File: config.mk
export PLATFORM = sky130hd
export DESIGN_NAME = codeword_serializer
export DESIGN_NICKNAME = d
export VERILOG_FILES = /design/src/rtl/hamming_pkg.sv /design/src/rtl/bit_select_mux.sv /design/src/rtl/codeword_serializer.sv
export SDC_FILE = /design/constraint.sdc
export NUM_CORES = 1
export LEC_CHECK = 0
export CAP_MARGIN = 30
export CORE_AREA = 3 3 56 68
export CTS_CLUSTER_DIAMETER = 150
export DETAILED_ROUTE_END_ITERATION = 10
export DIE_AREA = 0 0 59 71
export GPL_TIMING_DRIVEN = 0
export PLACE_DENSITY = 0.7
export SLEW_MARGIN = 20
export SYNTH_ARGS = -nofsm -noshare
export SYNTH_HDL_FRONTEND = slang
export SYNTH_SLANG_ARGS = --single-unit
File: constraint.sdc
create_clock -name clk -period 3.24 [get_ports clk]
set_clock_uncertainty 0.15 [all_clocks]
set_input_delay 0.486 -clock clk [delete_from_list [all_inputs] [get_ports clk]]
set_output_delay 0.486 -clock clk [all_outputs]
set_load 0.05 [all_outputs]
File: src/rtl/hamming_pkg.sv
// hamming_pkg: shared state encoding, default codeword width and length normalisation.
package hamming_pkg;
  typedef enum logic {IDLE, SEND} state_e;
  localparam int CW_WIDTH = 16;
  function automatic int norm_len(input int len, input int width);
    return (len == 0 || len > width) ? width : len;
  endfunction
endpackage

File: src/rtl/bit_select_mux.sv
// bit_select_mux: parametrised WIDTH:1 combinational bit select.
module bit_select_mux #(
  parameter int WIDTH = 16,
  parameter int SW = $clog2(WIDTH)
) (
  input  logic [WIDTH-1:0] data,
  input  logic [SW-1:0]    sel,
  output logic             sel_bit
);
  assign sel_bit = data[sel];
endmodule

File: src/rtl/codeword_serializer.sv
// codeword_serializer: captures a codeword and shifts it out one bit per accepted beat.
module codeword_serializer
  import hamming_pkg::*;
#(
  parameter int WIDTH = CW_WIDTH,
  parameter bit LSB_FIRST = 1'b1,
  parameter int LW = $clog2(WIDTH + 1)
) (
  input  logic             clk,
  input  logic             rst_n,
  input  logic             load_valid,
  output logic             load_ready,
  input  logic [WIDTH-1:0] load_data,
  input  logic [LW-1:0]    load_len,
  output logic             ser_valid,
  input  logic             ser_ready,
  output logic             ser_bit,
  output logic             ser_last,
  output logic             busy
);
  localparam int IW = $clog2(WIDTH);
  state_e state_q, state_d;
  logic [WIDTH-1:0] data_q, data_d;
  logic [IW-1:0] idx_q, idx_d;
  logic [LW-1:0] rem_q, rem_d, eff_len;
  logic sel_bit;
  bit_select_mux #(.WIDTH(WIDTH)) u_mux (.data(data_q), .sel(idx_q), .sel_bit(sel_bit));
  assign busy = state_q == SEND;
  assign ser_valid = busy;
  assign ser_last = busy && rem_q == LW'(1);
  assign ser_bit = busy && sel_bit;
  // Only combinational input path: a load can be taken as the final bit is accepted.
  assign load_ready = !busy || (ser_last && ser_ready);
  assign eff_len = LW'(norm_len(int'(load_len), WIDTH));
  always_comb begin
    state_d = state_q;
    data_d = data_q;
    idx_d = idx_q;
    rem_d = rem_q;
    if (load_valid && load_ready) begin
      state_d = SEND;
      data_d = load_data;
      rem_d = eff_len;
      idx_d = LSB_FIRST ? '0 : IW'(eff_len - LW'(1));
    end else if (busy && ser_ready) begin
      rem_d = rem_q - LW'(1);
      idx_d = ser_last ? idx_q : (LSB_FIRST ? idx_q + IW'(1) : idx_q - IW'(1));
      state_d = ser_last ? IDLE : SEND;
    end
  end
  always_ff @(posedge clk or negedge rst_n) begin
    if (!rst_n) begin
      state_q <= IDLE;
      data_q <= '0;
      idx_q <= '0;
      rem_q <= '0;
    end else begin
      state_q <= state_d;
      data_q <= data_d;
      idx_q <= idx_d;
      rem_q <= rem_d;
    end
  end
endmodule

==> results.yml <==
clocking:
  root_buffer: "clkbuf_8"
  h-tree-depth: 1
  cts_tree: "done"
  cts.clk_slew.worst_paths_ps: 100
  post-cts-setup-buffers: 0
  clock_latency_ps: 270
  cts.path.max_buffers: 2
  cts_inserted_buffers: 3
  cts.sinks: 26
critical_path:
  r2r_cells: 6
  worstPathCellList: "inv_1 -> ha_1 -> nor4b_4 -> nand2_1 -> nand2_1 -> clkdlybuf4s50_1"
  cp-start-kind: "register"
  path_class: "reg2out"
  cp.arrival_ps: 2390
  path_common_cell: "nand2_1"
  critPathMaxStageDelay_ps: 810
  crit_cells: 6
  path_delay_family: "buffers and inverters"
  end_kind: "output pin"
  worst-path-max-fanout: 10
  cp_slowest_cell: "clkdlybuf4s50_1"
  worstPathRequired_ps: 2600
  critPathBufInv: 2
  r2r_setup_slack_ps: 980
global_routing:
  grt_usage: 0.1541
  grt_pass1_vias: 1156
  grt_max_degree: 27
  antenna_found_initial: 0
  grt_overflow: 0
  grt_pass1_wl_um: 5133
timing:
  tightest_slew_ps: 585.1
  layout_min_cycle_time_ps: 3030
  fin_crit_sh: 0.9352
  grt_setup_unrepaired: "false"
  max_freq_mhz: 330.0
  hold_viol: 0
  drv_slew: 0
  fin_ws_ps: 209.8
  setup_viol: 0
  hold_ws_ps: 49.36
  final.setup.tns_ps: 0
  relSlewSlack: 0.6100
power:
  vdd_drop_max_mv: 0.4649
  powerDensity_nw_per_um2: 827.0
  leakagePower_nw: 0.7861
floorplanning:
  die_w_um: 59
  core_um2: 3281
  die_height_um: 71
  die_area_um2: 4189
  io_pins: 30
  fp-row-count: 23
  initial_core_util: 0.4371
synth:
  synth_top_area_frac: 0.4538
  seq_area_frac_synth: 0.4538
  synth_top_area_cell: "dfrtp_1"
  synth_cell_types: 37
  synth_cells: 128
  async_flop_share: 1.000
  ys_warn_count: 0
  yosys-top-cells-area: "dfrtp_1 45%, mux2_2 14%, ha_1 3.5%"
  synthesis.nets: 157
  postSynthAreaPerCell_um2: 11.20
  synth_edf_count: 0
  syn_area_um2: 1434
  synth_seq_cells: 26
  synth_ff_type: "dfrtp_1"
layout:
  final_cell_area_um2: 1826
  final_cell_mix: "26 x dfrtp_1, 26 x clkdlybuf4s50_1, 18 x mux2_2, 13 x nand2_1, 7 x inv_1"
  area_delta_synth_final_pct: 27.31
  multi_input_area_um2: 723.2
  drive_gt1_frac: 0.2063
  nets: 190
  seq_area_um2: 650.6
  diodes: 0
  fillCellCount: 303
placement:
  dp_hpwl_um: 2220
  placed_area_um2: 1755
  gp_congestion: 0.8351
  io_buffers: 28
  dpl_worst_slack_ps: 261.4
outcome:
  status: "complete, no violations"
detailed_routing:
  drc: 0
  vias: 1103
  drt_first_pass_iters: 4
  routed_wl_um: 3011
  viasPerCell: 5.599
  detail-route-antenna-nets: 0
  avgRoutedWirePerCell_um: 15.28
  first_iter_violations: 23
worst_hold_path:
  hp-class: "in2async"
job:
  max_cap_viol_count: 0
timing repair:
item / CTS / global route
endpoints found under the setup margin: 1 / 0
hold buffers: 0 / 0
resized for setup: 1 / 0
report_power, final:
group | switching (W) | internal, W
clock | 0.000107 | 0.000165
combinational | 0.000309 | 0.000335
sequential | 0.000115 | 0.000477
total | 0.000532 | 0.000978
registers in the layout (all words and copies together) (netlist names):
name and cells:
rem_q 5, data_q 16, idx_q 4, busy 1
synth_stat cells, drive strengths merged (2+ instances only):
library cell  instances
nand2                13
inv                   7
mux2i                 5
nand4                 2
nor2                  6
o21ai                 3
nand3                 2
o22ai                 2
or3                   2
a311o                 2
clkbuf                3
buf                   4
a21oi                 5
dfrtp                26
mux2                 18
nand2b                3
ha                    4
mux4                  2
or4b                  3
metal layers:
| layer | global-route usage | vias to the layer above | routed length [µm] |
|---|---|---|---|
| met2 | 0.2678 | 21 | 1570 |
| met1 | 0.2019 | 550 | 1338 |
| li1 | - | 530 | - |
| met4 | 0.03023 | 0 | 13 |
| met5 | 0 | - | 0 |
| met3 | 0.02190 | 2 | 89 |
worst register-to-register path, cell delays in order, from the launching register on:
cell	delay (ps)
dfrtp_1	410
inv_1	80
ha_1	160
nor4b_4	470
a31oi_2	260
or4b_1	560
nand4_1	110
final cells by class:
type,instances,share of cell area
buffer,7,0.01851
tap,37,0.02536
sequential,26,0.3564
clock inverter,1,0.01645
multi-input combinational,88,0.3962
inverter,7,0.01439
clock buffer,3,0.02262
timing repair buffer,28,0.1501
path summary, 6_finish.rpt:
path	from	to
hold / removal	rst_n	data_q[11]
min in group clk	data_q[10]	data_q[10]
setup / recovery	rem_q[1]	load_ready
max in group asynchronous	rst_n	idx_q[2]
hold reg to reg	data_q[10]	data_q[10]
setup reg to reg	rem_q[1]	rem_q[3]
logic make-up (layout without fill, tap and decap cells):
logic type | after synthesis | count (layout) | synth area share
compound gates | 20 | 20 | 0.1038
fa+ha+maj | 4 | 4 | 0.03491
buf+inv | 14 | 46 | 0.04189
simple gates | 39 | 39 | 0.1579
flops | 26 | 26 | 0.4537
mux | 25 | 25 | 0.2077
stage by stage:
stage	utilization	total power, W	std cells
2_1_floorplan	-	0.001072	128
3_3_place_gp	0.5366	0.001222	193
3_5_place_dp	0.5351	0.001257	193
4_1_cts	0.5564	0.001518	197
5_1_grt	0.5564	0.001621	197
6_report	0.5564	0.001510	197
Note: power is estimated with default switching activity, not from simulation.
==> RTL edit 1 (same settings) <==
Make the reset (`rst_n`) synchronous in one clocked block.
--- a/src/rtl/codeword_serializer.sv
+++ b/src/rtl/codeword_serializer.sv
@@ -48,7 +48,7 @@
       state_d = ser_last ? IDLE : SEND;
     end
   end
-  always_ff @(posedge clk or negedge rst_n) begin
+  always_ff @(posedge clk) begin
     if (!rst_n) begin
       state_q <= IDLE;
       data_q <= '0;
Check against the original RTL: differs if rst_n is asserted again (counterexample within 4 cycles, from zero or initial values and one cycle with rst_n low); with rst_n held inactive, the same outputs for 10 cycles.
==> RTL edit 1 against the original RTL <==
  * Sequential cell count did not move
  * Highest routed layer unchanged
  * Setup slack improved by 0.043 ns
  * Design area fell by 4.5%
  * Routed wire length fell by 1.7%
  * Cell count rose by 14%
  * Critical path type unchanged
  * Synthesized area fell by 7.0%
  * Count of clock-buffer cells in the layout did not move
  * Core utilization fell by 2.5 points
  * Largest cell class unchanged
  * Register-to-register slack improved by 0.15 ns
Power is not compared: it rests on default switching activity, and its combinational part moved more than twofold at a synthesized area within 25%.
==> RTL edit 1: results (changes against the original RTL) <==
The via density per instance is 5.241 (-6.4%). The slew at the pin closest to its max-slew limit came out at 0.5160 ns (-0.06907 ns). The largest net degree at the start of global routing is 16 (-41%). The number of search-and-repair iterations in the first detailed-routing pass came out at 3 (-1). The global routing usage on met3 came to 0.01825 (-0.003650).

The antenna diode instance count was 0 (unchanged). The net switching power figure came out at ~0.19 mW. The most used flip-flop cell after synthesis is dfxtp_1.

The sequential fraction of the synthesis area is 0.3902 (-0.06351). The count of buffers added by post-CTS timing repair for setup was 0 (unchanged). For this design, the slowest cell found on the critical path is clkdlybuf4s50_1. The number of unique standard cell types used by synthesis is 35 (-5.4%). The stage delay of the slowest cell on the critical path is 0.70 ns (-0.11 ns). The met3 layer wire length in the routed design came out at 90 um (+1.1%). The clock-pin transition on the worst setup and hold timing paths came out at 0.09 ns. The clock latency at the later pin of the worst-skew pair is 0.27 ns (about the same). The placer congestion estimate is 0.8436 (+1.0%). The number of antenna violations at the first check in global routing is 0 (unchanged). The Yosys warning count is 0 (unchanged).

The aggregate global-route resource usage is 0.1564 (+0.002297). The number of CTS-inserted buffers is 3 (unchanged). The met1 routing resource usage after global routing came to 0.1886 (-0.01330). The clock tree buffer depth is 2 (unchanged). IR analysis of the VDD net gives a maximum drop of 0.0002891 V. The detail-routed net length per standard cell was 13.22 um (-14%).

The largest registers in the layout are data_q x16, rem_q x5, idx_q x4. The fraction of final layout cells sized beyond drive strength 1 came out at 0.08021 (-0.1260). The flow ran to the end, and the final reports show no timing, DRC or antenna violations.

The number of cells produced by synthesis is 154 (+20%). The fill cell total of the finished layout came out at 315 (+4.0%). The post-layout net count came out at 217 (+14%). The root cell of the clock tree is clkbuf_8. The hold violation count in the final report is 0 (unchanged). The number of global-route vias before repair came out at 1144 (-1.0%). The total met2 wirelength after detailed routing is 1502 um (-4.3%). The iteration-0 DRC count of the detailed router came out at 26 (+13%). The maximum fanout along the worst path is 6 (-4). In this run the top signal layer used is met4. The commonest cells after synthesis are 42 x nand2_1, 26 x dfxtp_1, 10 x a21boi_1, 10 x nor2_1, 8 x a21boi_0. The post-place instance area is 0.001670 sq mm (-4.8%). The count of buffers from port buffering was 29 (+3.6%). The share of synthesized flip-flops with an asynchronous set or reset came out at 0 (-1.000).

The number of nets produced by synthesis came out at 183 (+17%). The post-cts sizing count is 0 (-1). The leakage power summed over all cells came out at roughly 0.64 nW. The detailed-placement wirelength estimate came out at 2289 um (+3.1%). The first-pass GRT wire length is 5064 um (-1.3%).

The worst slack at placement is 0.3496 ns (+0.08823 ns). By area the synthesized netlist is led by dfxtp_1 39%, nand2_1 12%, mux4_2 6.8%, a21boi_1 5.6%, a21boi_0 4.5%. The path class of the tightest hold or removal check is register to register. The final wirelength came out at 2961 um (-1.7%). The worst endpoint data arrival time is 2.35 ns (-0.04 ns). The met2 usage came to 0.2776 (+0.009828).

The wire length on met1 is 1325 um (-0.97%).
## RTL edit 1: changes by cell type after synthesis, sizes merged, moves of 3 or more
cell	change
nand2	+29
dfrtp	-26
dfxtp	+26
a21boi	+18
mux2	-18
nor2	+4
inv	-3
nor3b	+3
or4b	-3
xnor2	+3
## RTL edit 1: cell families after synthesis
logic type                 count (synthesis)  share of synthesized area
muxes                                      7                    0.09006
buffers and inverters                     13                    0.04690
DFF                                       26                     0.3902
adders and majority gates                  4                    0.03752
AOI/OAI and AO/OA                         34                     0.1829
xor gates and xnor gates                   3                    0.01970
and+or+nand+nor                           67                     0.2327
## RTL edit 1: layout make-up
cell class | count | area (sq um) | share of cell area
multi-input combinational | 115 | 750.7 | 0.4307
inverter | 4 | 15.01 | 0.008615
clock buffer | 3 | 41.29 | 0.02369
buffer | 9 | 48.80 | 0.02800
sequential | 26 | 520.5 | 0.2986
timing repair buffer | 29 | 290.3 | 0.1665
clock inverter | 1 | 30.03 | 0.01723
tap | 37 | 46.29 | 0.02656
## RTL edit 1: path summary, 6_finish.rpt
check,endpoint,startpoint,depth (start not counted),slack [ns]
max reg2reg,rem_q[2],rem_q[0],6,1.13
min,data_q[14],data_q[14],2,0.30
max,ser_bit,idx_q[1],5,0.25
min reg2reg,data_q[14],data_q[14],2,0.30
## RTL edit 1: critical path: cells and delay by family (launching register included)
kind,cells,cell delay [ns]
compound gates,1,0.09
buf+inv,2,0.93
flops,1,0.34
mux,2,0.72
## RTL edit 1: power by group through the flow
stage	Clock (mW)	Combinational, mW	Sequential [mW]
CTS	0.274	0.146	0.354
floorplan	0	0.0858	0.361
detailed placement	0	0.145	0.362
global placement	0	0.142	0.361
finish	0.267	0.145	0.354
global route	0.287	0.162	0.357
==> RTL edit 2 (same flow settings) <==
Made on the original files. The package constant `CW_WIDTH` goes from 16 to 8.
--- a/src/rtl/hamming_pkg.sv
+++ b/src/rtl/hamming_pkg.sv
@@ -1,7 +1,7 @@
 // hamming_pkg: shared state encoding, default codeword width and length normalisation.
 package hamming_pkg;
   typedef enum logic {IDLE, SEND} state_e;
-  localparam int CW_WIDTH = 16;
+  localparam int CW_WIDTH = 8;
   function automatic int norm_len(input int len, input int width);
     return (len == 0 || len > width) ? width : len;
   endfunction
Ports: changed (resized load_data and load_len); port bits go from 30 to 21. The function was not compared with the original's and may differ.
==> RTL edit 2 against the original RTL <==
  * Register-to-register slack better by 0.37 ns
  * Sequential cell count fell by 10
  * Combinational power is 35% lower
  * Core utilization shrank 18 points
  * Synthesized cell count fell by 39%
  * Synthesized area is 35% lower
  * Design area fell by 33%
  * Setup slack improved by 0.21 ns
  * Via count shrank 37%
  * Total power fell by 36%
  * Routed wire length down 33%
  * Highest routed layer unchanged
==> RTL edit 2: results (changes against the original RTL) <==
The number of flip-flops and latches came to 16 (-38%). The worst-case register-to-register setup slack is 1.35 ns (+0.37 ns). The sequential fraction of the synthesis area came out at 0.4307 (-0.02307).

The post-cts sizing count came to 0 (-1). The number of clock buffers in the layout was 4 (+1). The critical register-to-register path endpoint is data_q[7]. The maximum fanout along the worst path is 3 (-7). The power per cell area came out at 792.6 mW/mm^2 (-4.2%). The power share of the clock group was 0.184 (+0.004). The peak supply drop came out at 0.0005066 V (+9.0%). The clock distribution area overhead in the final layout is 0.04508 (+0.006014).

The placer congestion estimate came out at 0.8101 (-3.0%). The detailed-placement wirelength estimate is 1564 um (-30%). The first-pass GRT wire length is 3408 um (-34%).

The number of global-route vias before repair came out at 758 (-34%). The leakage power summed over all cells came out at 0.5310 nW (-32%). The iteration-0 DRC count of the detailed router is 19 (-17%). The synthesized area per cell is 11.92 sq um (+6.4%). The number of nets produced by synthesis came to 97 (-38%). The final non-filler cell total came out at 138 (-30%). The detail-routed net length per standard cell came to 14.54 um (-4.8%). The number of non-clock inverters is 5 (-2). The flow ran to the end, and the final reports show no timing, DRC or antenna violations. The count of buffers from port buffering came out at 19 (-32%). The post-layout instance area is 0.001221 sq mm (-33%).

The post-layout net count is 121 (-36%). The net switching power figure came out at 0.3418 mW (-36%). The fraction of final layout cells sized beyond drive strength 1 is 0.2376 (+0.03137). The upper clock frequency limit came out at 0.3547 GHz (+7.5%).

The combinational share of power is 0.433 (+0.006). The multi-input combinational cell count came out at 53 (-40%). The largest net degree at the start of global routing is 17 (-37%). The aggregate global-route resource usage came out at 0.1083 (-0.04578). The fraction of standard cell area in multi-input logic came out at 0.3893 (-0.006818). The clock latency at the later pin of the worst-skew pair is 0.25 ns (-0.02 ns). The worst endpoint data arrival time is 2.18 ns (-0.21 ns).

The clock-pin transition on the worst setup and hold timing paths was 0.07 ns (-0.03 ns). The area taken by flip-flops and latches was 400.4 sq um (-38%). The non-clock buffer contribution to total cell area is 0.1844 (+0.01582). The number of instances in the placed design is 134 (-31%). In the post-synthesis netlist, the biggest area contributors are dfrtp_1 43%, mux2_4 6.5%, mux2_2 4.8%, mux4_2 4.8%, ha_1 4.0%. In this run the critical register-to-register path is launched from rem_q[1]. The via total after detailed routing came out at 697 (-37%).
RTL edit 2: cell types whose count changed after synthesis, moves of 3 or more:
cell	before	now
nand2_1	13	4
nor2_1	6	3
mux2i_1	5	1
mux2_4	0	4
mux2_2	18	4
clkbuf_1	3	0
dfrtp_1	26	16
RTL edit 2: kinds of logic (layout without fill, tap and decap cells):
family | Yosys count | count (layout) | synth area share
and+or+nand+nor | 24 | 24 | 0.1602
DFF | 16 | 16 | 0.4307
adders and majority gates | 3 | 3 | 0.04038
buffers and inverters | 9 | 32 | 0.05787
AOI/OAI and AO/OA | 14 | 14 | 0.1238
muxes | 12 | 12 | 0.1871
RTL edit 2: per-layer routing:
layer	wire [um]	track usage	share of wire	up-vias
li1	-	-	-	329
met4	63	0.07557	0.031	0
met2	1139	0.1843	0.57	14
met5	0	0	0	-
met1	738	0.1173	0.37	349
met3	66	0.02007	0.033	5
